[src/rtl/imem_loader_pkg.sv]
// Shared types and constants for the instruction-memory boot loader.
// Optional checksum support is selected with IMEM_LOADER_CSUM_EN.
package imem_loader_pkg;

  typedef enum logic [2:0] {
    S_IDLE,
    S_HDR,
    S_LEN,
    S_DATA,
    S_CSUM,
    S_DONE,
    S_ERR
  } state_e;

  localparam logic [7:0] HDR_BYTE = 8'hA5;

  typedef logic [1:0] lane_t;

  // States in which the loader is consuming the byte stream.
  function automatic logic accepts_bytes(state_e s);
    return (s == S_HDR) || (s == S_LEN) || (s == S_DATA) || (s == S_CSUM);
  endfunction

endpackage

[src/rtl/imem_loader_byte_packer.sv]
// Collects bytes little-endian into a 32-bit word; word_valid pulses for
// one cycle after the fourth byte of a word has been pushed.
module byte_packer
  import imem_loader_pkg::*;
(
  input  logic        clk,
  input  logic        rst,
  input  logic        clear,
  input  logic        push,
  input  logic [7:0]  byte_in,
  output logic [31:0] word,
  output logic        word_valid,
  output logic [1:0]  lane
);

  lane_t       lane_q;
  logic [31:0] word_q;
  logic        valid_q;

  // The lane index wraps naturally from 3 back to 0 at each word boundary.
  always_ff @(posedge clk) begin
    if (!rst) begin
      lane_q  <= '0;
      word_q  <= '0;
      valid_q <= 1'b0;
    end else begin
      valid_q <= push && (lane_q == 2'd3);
      if (clear) begin
        lane_q <= '0;
      end else if (push) begin
        word_q[{lane_q, 3'b000} +: 8] <= byte_in;
        lane_q                        <= lane_q + 2'd1;
      end
    end
  end

  assign word       = word_q;
  assign word_valid = valid_q;
  assign lane       = lane_q;

endmodule

[src/rtl/imem_loader.sv]
// Byte-serial boot loader filling instruction memory and holding the core in
// reset until an image is in place. IMEM_LOADER_CSUM_EN adds the XOR checksum.
module imem_loader
  import imem_loader_pkg::*;
#(
  parameter int DEPTH  = 32,
  parameter int ADDR_W = 5
) (
  input  logic              clk,
  input  logic              rst,
  input  logic              start,
  input  logic              in_valid,
  input  logic [7:0]        in_byte,
  output logic              in_ready,
  output logic              imem_we,
  output logic [ADDR_W-1:0] imem_addr,
  output logic [31:0]       imem_wdata,
  output logic              cpu_rst_n,
  output logic              done,
  output logic              error
);

  localparam logic [7:0] DEPTH_B = 8'(DEPTH);

  state_e            state_q, state_d;
  logic              in_ready_q;
  logic              done_q;
  logic              error_q;
  logic              cpu_rst_n_q;
  logic [7:0]        len_q;
  logic [7:0]        wcnt_q;
  logic [ADDR_W-1:0] addr_q;
`ifdef IMEM_LOADER_CSUM_EN
  logic [7:0]        xor_q;
`endif

  logic        accept;
  logic        len_ok;
  logic        push;
  logic        clear;
  logic        last_lane;
  logic        last_word;
  logic [1:0]  lane;
  logic [31:0] packed_word;
  logic        packed_valid;

  assign accept    = in_valid & in_ready_q;
  assign len_ok    = (in_byte != 8'd0) && (in_byte <= DEPTH_B);
  assign push      = accept && (state_q == S_DATA);
  assign clear     = accept && (state_q == S_LEN) && len_ok;
  assign last_lane = (lane == 2'd3);
  assign last_word = (wcnt_q == (len_q - 8'd1));

  byte_packer u_packer (
    .clk        (clk),
    .rst        (rst),
    .clear      (clear),
    .push       (push),
    .byte_in    (in_byte),
    .word       (packed_word),
    .word_valid (packed_valid),
    .lane       (lane)
  );

  always_comb begin
    state_d = state_q;
    case (state_q)
      S_IDLE, S_DONE, S_ERR: begin
        if (start) state_d = S_HDR;
      end
      S_HDR: begin
        if (accept && (in_byte == HDR_BYTE)) state_d = S_LEN;
      end
      S_LEN: begin
        if (accept) state_d = len_ok ? S_DATA : S_ERR;
      end
      S_DATA: begin
        if (push && last_lane && last_word) begin
`ifdef IMEM_LOADER_CSUM_EN
          state_d = S_CSUM;
`else
          state_d = S_DONE;
`endif
        end
      end
`ifdef IMEM_LOADER_CSUM_EN
      S_CSUM: begin
        if (accept) state_d = (in_byte == xor_q) ? S_DONE : S_ERR;
      end
`endif
      default: state_d = S_IDLE;
    endcase
  end

  // Status outputs are derived from the next state so they change on the
  // same edge that moves the FSM.
  always_ff @(posedge clk) begin
    if (!rst) begin
      state_q     <= S_IDLE;
      in_ready_q  <= 1'b0;
      done_q      <= 1'b0;
      error_q     <= 1'b0;
      cpu_rst_n_q <= 1'b0;
      len_q       <= '0;
      wcnt_q      <= '0;
      addr_q      <= '0;
`ifdef IMEM_LOADER_CSUM_EN
      xor_q       <= '0;
`endif
    end else begin
      state_q     <= state_d;
      in_ready_q  <= accepts_bytes(state_d);
      done_q      <= (state_d == S_DONE);
      cpu_rst_n_q <= (state_d == S_DONE);
      error_q     <= (state_d == S_ERR);
      if (clear) begin
        len_q  <= in_byte;
        wcnt_q <= '0;
`ifdef IMEM_LOADER_CSUM_EN
        xor_q  <= '0;
`endif
      end
      if (push) begin
`ifdef IMEM_LOADER_CSUM_EN
        xor_q <= xor_q ^ in_byte;
`endif
        if (last_lane) begin
          addr_q <= ADDR_W'(wcnt_q);
          wcnt_q <= wcnt_q + 8'd1;
        end
      end
    end
  end

  assign in_ready   = in_ready_q;
  assign imem_we    = packed_valid;
  assign imem_addr  = addr_q;
  assign imem_wdata = packed_word;
  assign cpu_rst_n  = cpu_rst_n_q;
  assign done       = done_q;
  assign error      = error_q;

endmodule

[config.mk]
export PLATFORM = sky130hd
export DESIGN_NAME = imem_loader
export DESIGN_NICKNAME = d
export VERILOG_FILES = /design/src/rtl/imem_loader_pkg.sv /design/src/rtl/imem_loader_byte_packer.sv /design/src/rtl/imem_loader.sv
export SDC_FILE = /design/constraint.sdc
export NUM_CORES = 1
export LEC_CHECK = 0
export CAP_MARGIN = 5
export CORE_MARGIN = 4
export CORE_UTILIZATION = 47
export DETAILED_ROUTE_END_ITERATION = 12
export PLACE_DENSITY = 0.76
export SETUP_SLACK_MARGIN = 0.1
export SLEW_MARGIN = 20
export SYNTH_ARGS = -nofsm -noshare
export SYNTH_HDL_FRONTEND = slang
export SYNTH_HIERARCHICAL = 1
export SYNTH_SLANG_ARGS = --single-unit
[constraint.sdc]
create_clock -name clk -period 2.1 [get_ports clk]
set_input_delay 0.21 -clock clk [delete_from_list [all_inputs] [get_ports clk]]
set_output_delay 0.21 -clock clk [all_outputs]
set_load 0.02 [all_outputs]
== After elaboration in Yosys (flattened, before gate mapping) ==
Cells that the tools add are included.
Word-level totals
  register bits: 62
  input port bits: 12
  output and inout bits: 42
  word-level logic and storage cells: 60
Cells by class
  add/subtract/negate cells: 4
  magnitude comparators: 1
  eq/ne operators: 14
  shifts and indexed selects: 2
  multiplexer cells: 10
  bitwise gates (word level): 3
  reductions and logical operators: 16
Operators with widths (count)
  32-bit bitwise mux: 1
  8-bit by 7-bit variable shift with 32-bit output, first input constant: 1
  8-bit by 7-bit variable part select with 32-bit output: 1
  8-bit two-way mux: 3
  3-bit equality test, second input constant: 5
  3-bit two-way mux: 5
  3-bit by 2-bit equality test with 1-bit output, second input constant: 4
  3-bit case mux with 4 select lines: 1
  8-bit by 1-bit adder with 8-bit output, second input constant: 1
  8-bit equality test: 1
  8-bit equality test, second input constant: 1
  8-bit by 6-bit <= comparator with 1-bit output, second input constant: 1
  8-bit nonzero test: 1
  8-bit by 1-bit subtractor with 8-bit output, second input constant: 1
  1-bit logical AND: 7
  5-bit negator with 7-bit output: 1
  3-bit by 1-bit equality test with 1-bit output, second input constant: 2
  2-bit AND reduction: 2
  3-bit logical NOT: 1
  1-bit logical OR: 3
  3-bit OR reduction: 1
  2-bit by 1-bit adder with 2-bit output, second input constant: 1
  2-bit equality test, second input constant: 1
  1-bit inverter: 2
  other kinds (2): 2

== Longest topological paths before layout ==
  depth after elaboration: 10
  gate-level depth with buffers: 8
  gate-level depth less buffers: 7

== By module ==
The synthesis kept the hierarchy.
By module, submodules not included
  imem_loader: times used 1, cells each 183, area an instance 1466.4 µm², seq. area each 540.5 µm²
  byte_packer: times used 1, cells each 114, area an instance 1392.6 µm², seq. area each 700.7 µm²

== Worst setup path before layout ==
No wires, ideal clock.
  path type: input to register
  from: in in_byte[1]
  to: reg u_packer.word_q[8], in the netlist u_packer/word[8]
  library setup time: 114 ps
  arrival time: 1956 ps
  data required time: 1986 ps
  path slack: 30 ps
  stages on the path: 7
  buffers on the path: 0
  path through: or3_4 > o31ai_1 > nand3_1 > nor3_1 > and4bb_4 > nand3_4 > a2bb2o_4
On the way
  word-level cells in the longest chain between the ends: 5
  elaborated cells between the ends (all ways): 8
  classes of those cells: 1 x order compare; 1 x shift; 1 x mux; 1 x bitwise; 4 x reduce/logical
RTL lines
  start: declaration: line imem_loader.sv:13  | input logic [7:0] in_byte,
  8-bit by 6-bit <= comparator with 1-bit output or 8-bit nonzero test (tied branches): line imem_loader.sv:48  | assign len_ok = (in_byte != 8'd0) && (in_byte <= DEPTH_B);
  1-bit logical AND (*): line imem_loader.sv:48
  1-bit logical AND (*): line imem_loader.sv:50  | assign clear = accept && (state_q == S_LEN) && len_ok;
  via clear: line imem_loader.sv:40  | logic clear;
  1-bit inverter (no source line) (*)
  2-bit AND reduction (no source line) (*)
  end signal: indexed assignment: line imem_loader_byte_packer.sv:31  | word_q[{lane_q, 3'b000} +: 8] <= byte_in;
  end: declaration: line imem_loader_byte_packer.sv:17  | logic [31:0] word_q;
The timed path passes the listed nets; every way through them passes the cells marked *.
A chain may end at the register's enable or synchronous reset.

== Worst setup path in the final report ==
  from: in in_byte[4]
  to: reg u_packer.word_q[17], in the netlist u_packer/word[17]
Same word-level chain as after synthesis.

==> results.ini <==
[yosys]
synth-edff-count=0
ys_seq_area_frac=0.434
synthArstFlopShare=0
synth_top_family_by_area=simple AND/OR/NAND/NOR gates
yosys.area_share.simple=0.228
synth_cell_types=53
yosys_warnings=6
syn_nets=316
synth-seq-cells=62
synthAdderAreaFrac=0.0306
synth_mux_area_frac=0.0245
yosys_most_used_dff=dfxtp_1
syn_area_per_cell_um2=9.63
netlist_area_um2=2860
post-synth-top-area-fraction=0.434
synthTopCellsByArea=dfxtp_1 (43%), o2bb2ai_1 (6.4%), nand2_1 (4.5%)
synth_compound_area_frac=0.217
synth_top_area_cell=dfxtp_1
netlist_instances=297
synthXorXnorAreaFrac=0.0306

[floorplan]
core_area_um2=5920
fp.dieH_um=86.0
die_w_um=86.0
start_util=0.483
top_level_ports=54
num_rows=28
dieArea_um2=7400

[finish]
nets=397
layout_common_cells=dfxtp_1 (59), clkdlybuf4s50_1 (50), nand2_1 (34)
area_delta_synth_final_pct=38.0
final_area_um2=3950
mostFrequentLayoutCell=dfxtp_1
antenna_cells=0
postLayoutCoreUtil=0.667
final_layout_size_suffix_gt1_frac=0.214

[worst_setup_path]
crit_path_max_fanout=8
r2r_cells=5
arrival_ns=2.23
cp-start-kind=primary input
crit_cells=8
crit_chain=clkdlybuf4s15_2 -> or3_4 -> or4_4 -> nand3_4 -> nor3_4 -> and4bb_4 -> nand4_4 -> o21ai_1
critPathCaptureType=register
cp.required_ns=2.37
critPathTopFamily=simple AND/OR/NAND/NOR gates
path_class=in2reg
cpPeakStageDelay_ns=0.52
worst-path-buf-inv=1
cpMaxStageDelayCell=or4_4

[timing]
clock-skew-final_ns=0.00902
slew_violations=0
period_needed_ns=1.97
max_slew_margin=0.725
finalCritPeriodShare=0.937
setup_viol_count_final=0
max_freq_mhz=508
hold_ws_ns=0.339
rsz0062_at_grt=false
worst_slew_pin_slew_ns=0.412
hold_violations=0

[cts]
clock_path_buffers=2
clkLatencyLatePin_ns=0.34
ctsHoldBuffers=0
cts_num_sinks=62
clkTransAtPathRegs_ns=0.07
cts_buffers=9
htreeDepth=3
cts_tree=done
root_buffer=clkbuf_8

[power_and_ir_drop]
p_int_mw=1.91
pwr-share-comb=0.052
power.switching_mw=0.556
seqPwrFrac=0.479
p_clk_frac=0.468
swShare=0.226
vdd_drop_max_uv=362
p_per_area_nw_per_um2=624
p_leak_nw=1.52

[placed_design]
dpl-instance-area_um2=3660
globalplace.congestion=0.851
io_buffers=53
dp_hpwl_um=5590

[routing]
wl_per_cell_um=16.4
dr.pass1.iters=4
ant_nets=0
vias=2520
drtIter0Drc=153
wirelength_um=7520
post_drt_via_cell_ratio=5.50
remaining_drc_errors=0

[grt]
first_global_vias=2671
grt_antenna_before_repair=0
grtUsageTotal=0.223
grt_pass1_wl_um=13100
grt_max_degree=21
grt-ovfl-total=0

[hold_path]
holdPathStages=4
hp-class=in2reg

[flow_run]
drv_cap=0

[status]
outcome=complete, no violations

[area by class of cell]
cell class                      count  area [um2]
Timing Repair Buffer               83         781
Sequential cell                    62        1240
Tap cell                           75        93.8
Clock buffer                        9         124
Multi-Input combinational cell    214        1580
Fill cell                         466        1970
Inverter                            8        30.0
Clock inverter                      7        97.6
[worst paths after layout]
check	startpoint	to	slack, ns
min	in_byte[4]	len_q[4]$_SDFFE_PN0P_	0.34
max	in_byte[4]	u_packer/word[17]$_SDFFE_PN0P_	0.13
max reg2reg	state_q[2]$_SDFF_PN0_	in_ready$_SDFF_PN0_	0.20
min reg2reg	imem_addr[2]$_SDFFE_PN0P_	imem_addr[2]$_SDFFE_PN0P_	0.46
[power by group through the flow]
stage | clock [mW] | sequential (mW) | combinational (mW)
6_report | 1.15 | 1.18 | 0.129
5_1_grt | 1.21 | 1.18 | 0.138
4_1_cts | 1.17 | 1.18 | 0.126
3_5_place_dp | 0 | 1.21 | 0.121
3_3_place_gp | 0 | 1.21 | 0.119
2_1_floorplan | 0 | 1.21 | 0.0520
[flip-flops by register name, summed over array words and instances (netlist names)]
signal               flops
error                    1
u_packer/word           32
cpu_rst_n                1
len_q                    8
u_packer/lane            2
in_ready                 1
u_packer/word_valid      1
wcnt_q                   8
imem_addr                5
state_q                  3
[worst min-delay path: cells and delay by family]
family        cells  cell delay [ns]
buf+inv           2             0.30
mux               1             0.06
simple gates      1             0.07
[repair_timing]
action | 4_1_cts | 5_1_grt
cloned | 0 | 0
pin swaps | 5 | 7
setup endpoints to repair | 34 | 11
buffers inserted | 1 | 0
gates resized for setup | 20 | 7
[per-layer routing]
metal  track usage  vias to the layer above  wire (um)
met3        0.0538                       12        372
met2         0.343                       65       3580
met4        0.0906                        0         97
met5             0                        -          0
met1         0.301                     1204       3470
li1              -                     1239          -
[synth_stat cells, types with 2 or more instances]
master,n
dfxtp_1,62
nand2_1,34
nor2_1,21
o2bb2ai_1,21
a21oi_1,14
nand3_1,14
o21ai_0,14
inv_1,8
clkbuf_1,7
ha_1,7
mux2i_1,7
nor3_1,7
a31oi_1,6
nand2b_1,6
xnor2_1,6
and3_1,4
xor2_1,4
a211oi_1,3
a21boi_4,3
a2bb2o_4,3
buf_4,3
o21bai_1,3
a22o_1,2
and2b_1,2
buf_2,2
nand3b_1,2
nand4_4,2
o21a_1,2
o21ai_1,2
o31a_1,2
or2_2,2
[stage by stage]
stage / setup TNS [ns] / setup slack [ns] / std cells / power, mW
3_3_place_gp: -13.71 / -0.344 / 441 / 1.33
3_5_place_dp: -17.27 / -0.440 / 441 / 1.33
5_1_grt: 0 / 0.103 / 458 / 2.53
2_1_floorplan: 0 / 0.152 / 297 / 1.26
6_report: 0 / 0.132 / 458 / 2.46
4_1_cts: 0 / 0.110 / 458 / 2.47
[cells by family after synthesis]
family / Yosys count
AND/OR/NAND/NOR: 111
AO/OA/AOI/OAI: 79
flip-flops: 62
buffers and inverters: 21
XOR/XNOR: 10
multiplexers: 7
adder cells (fa/ha/maj): 7
(Power assumes the default switching activity.)
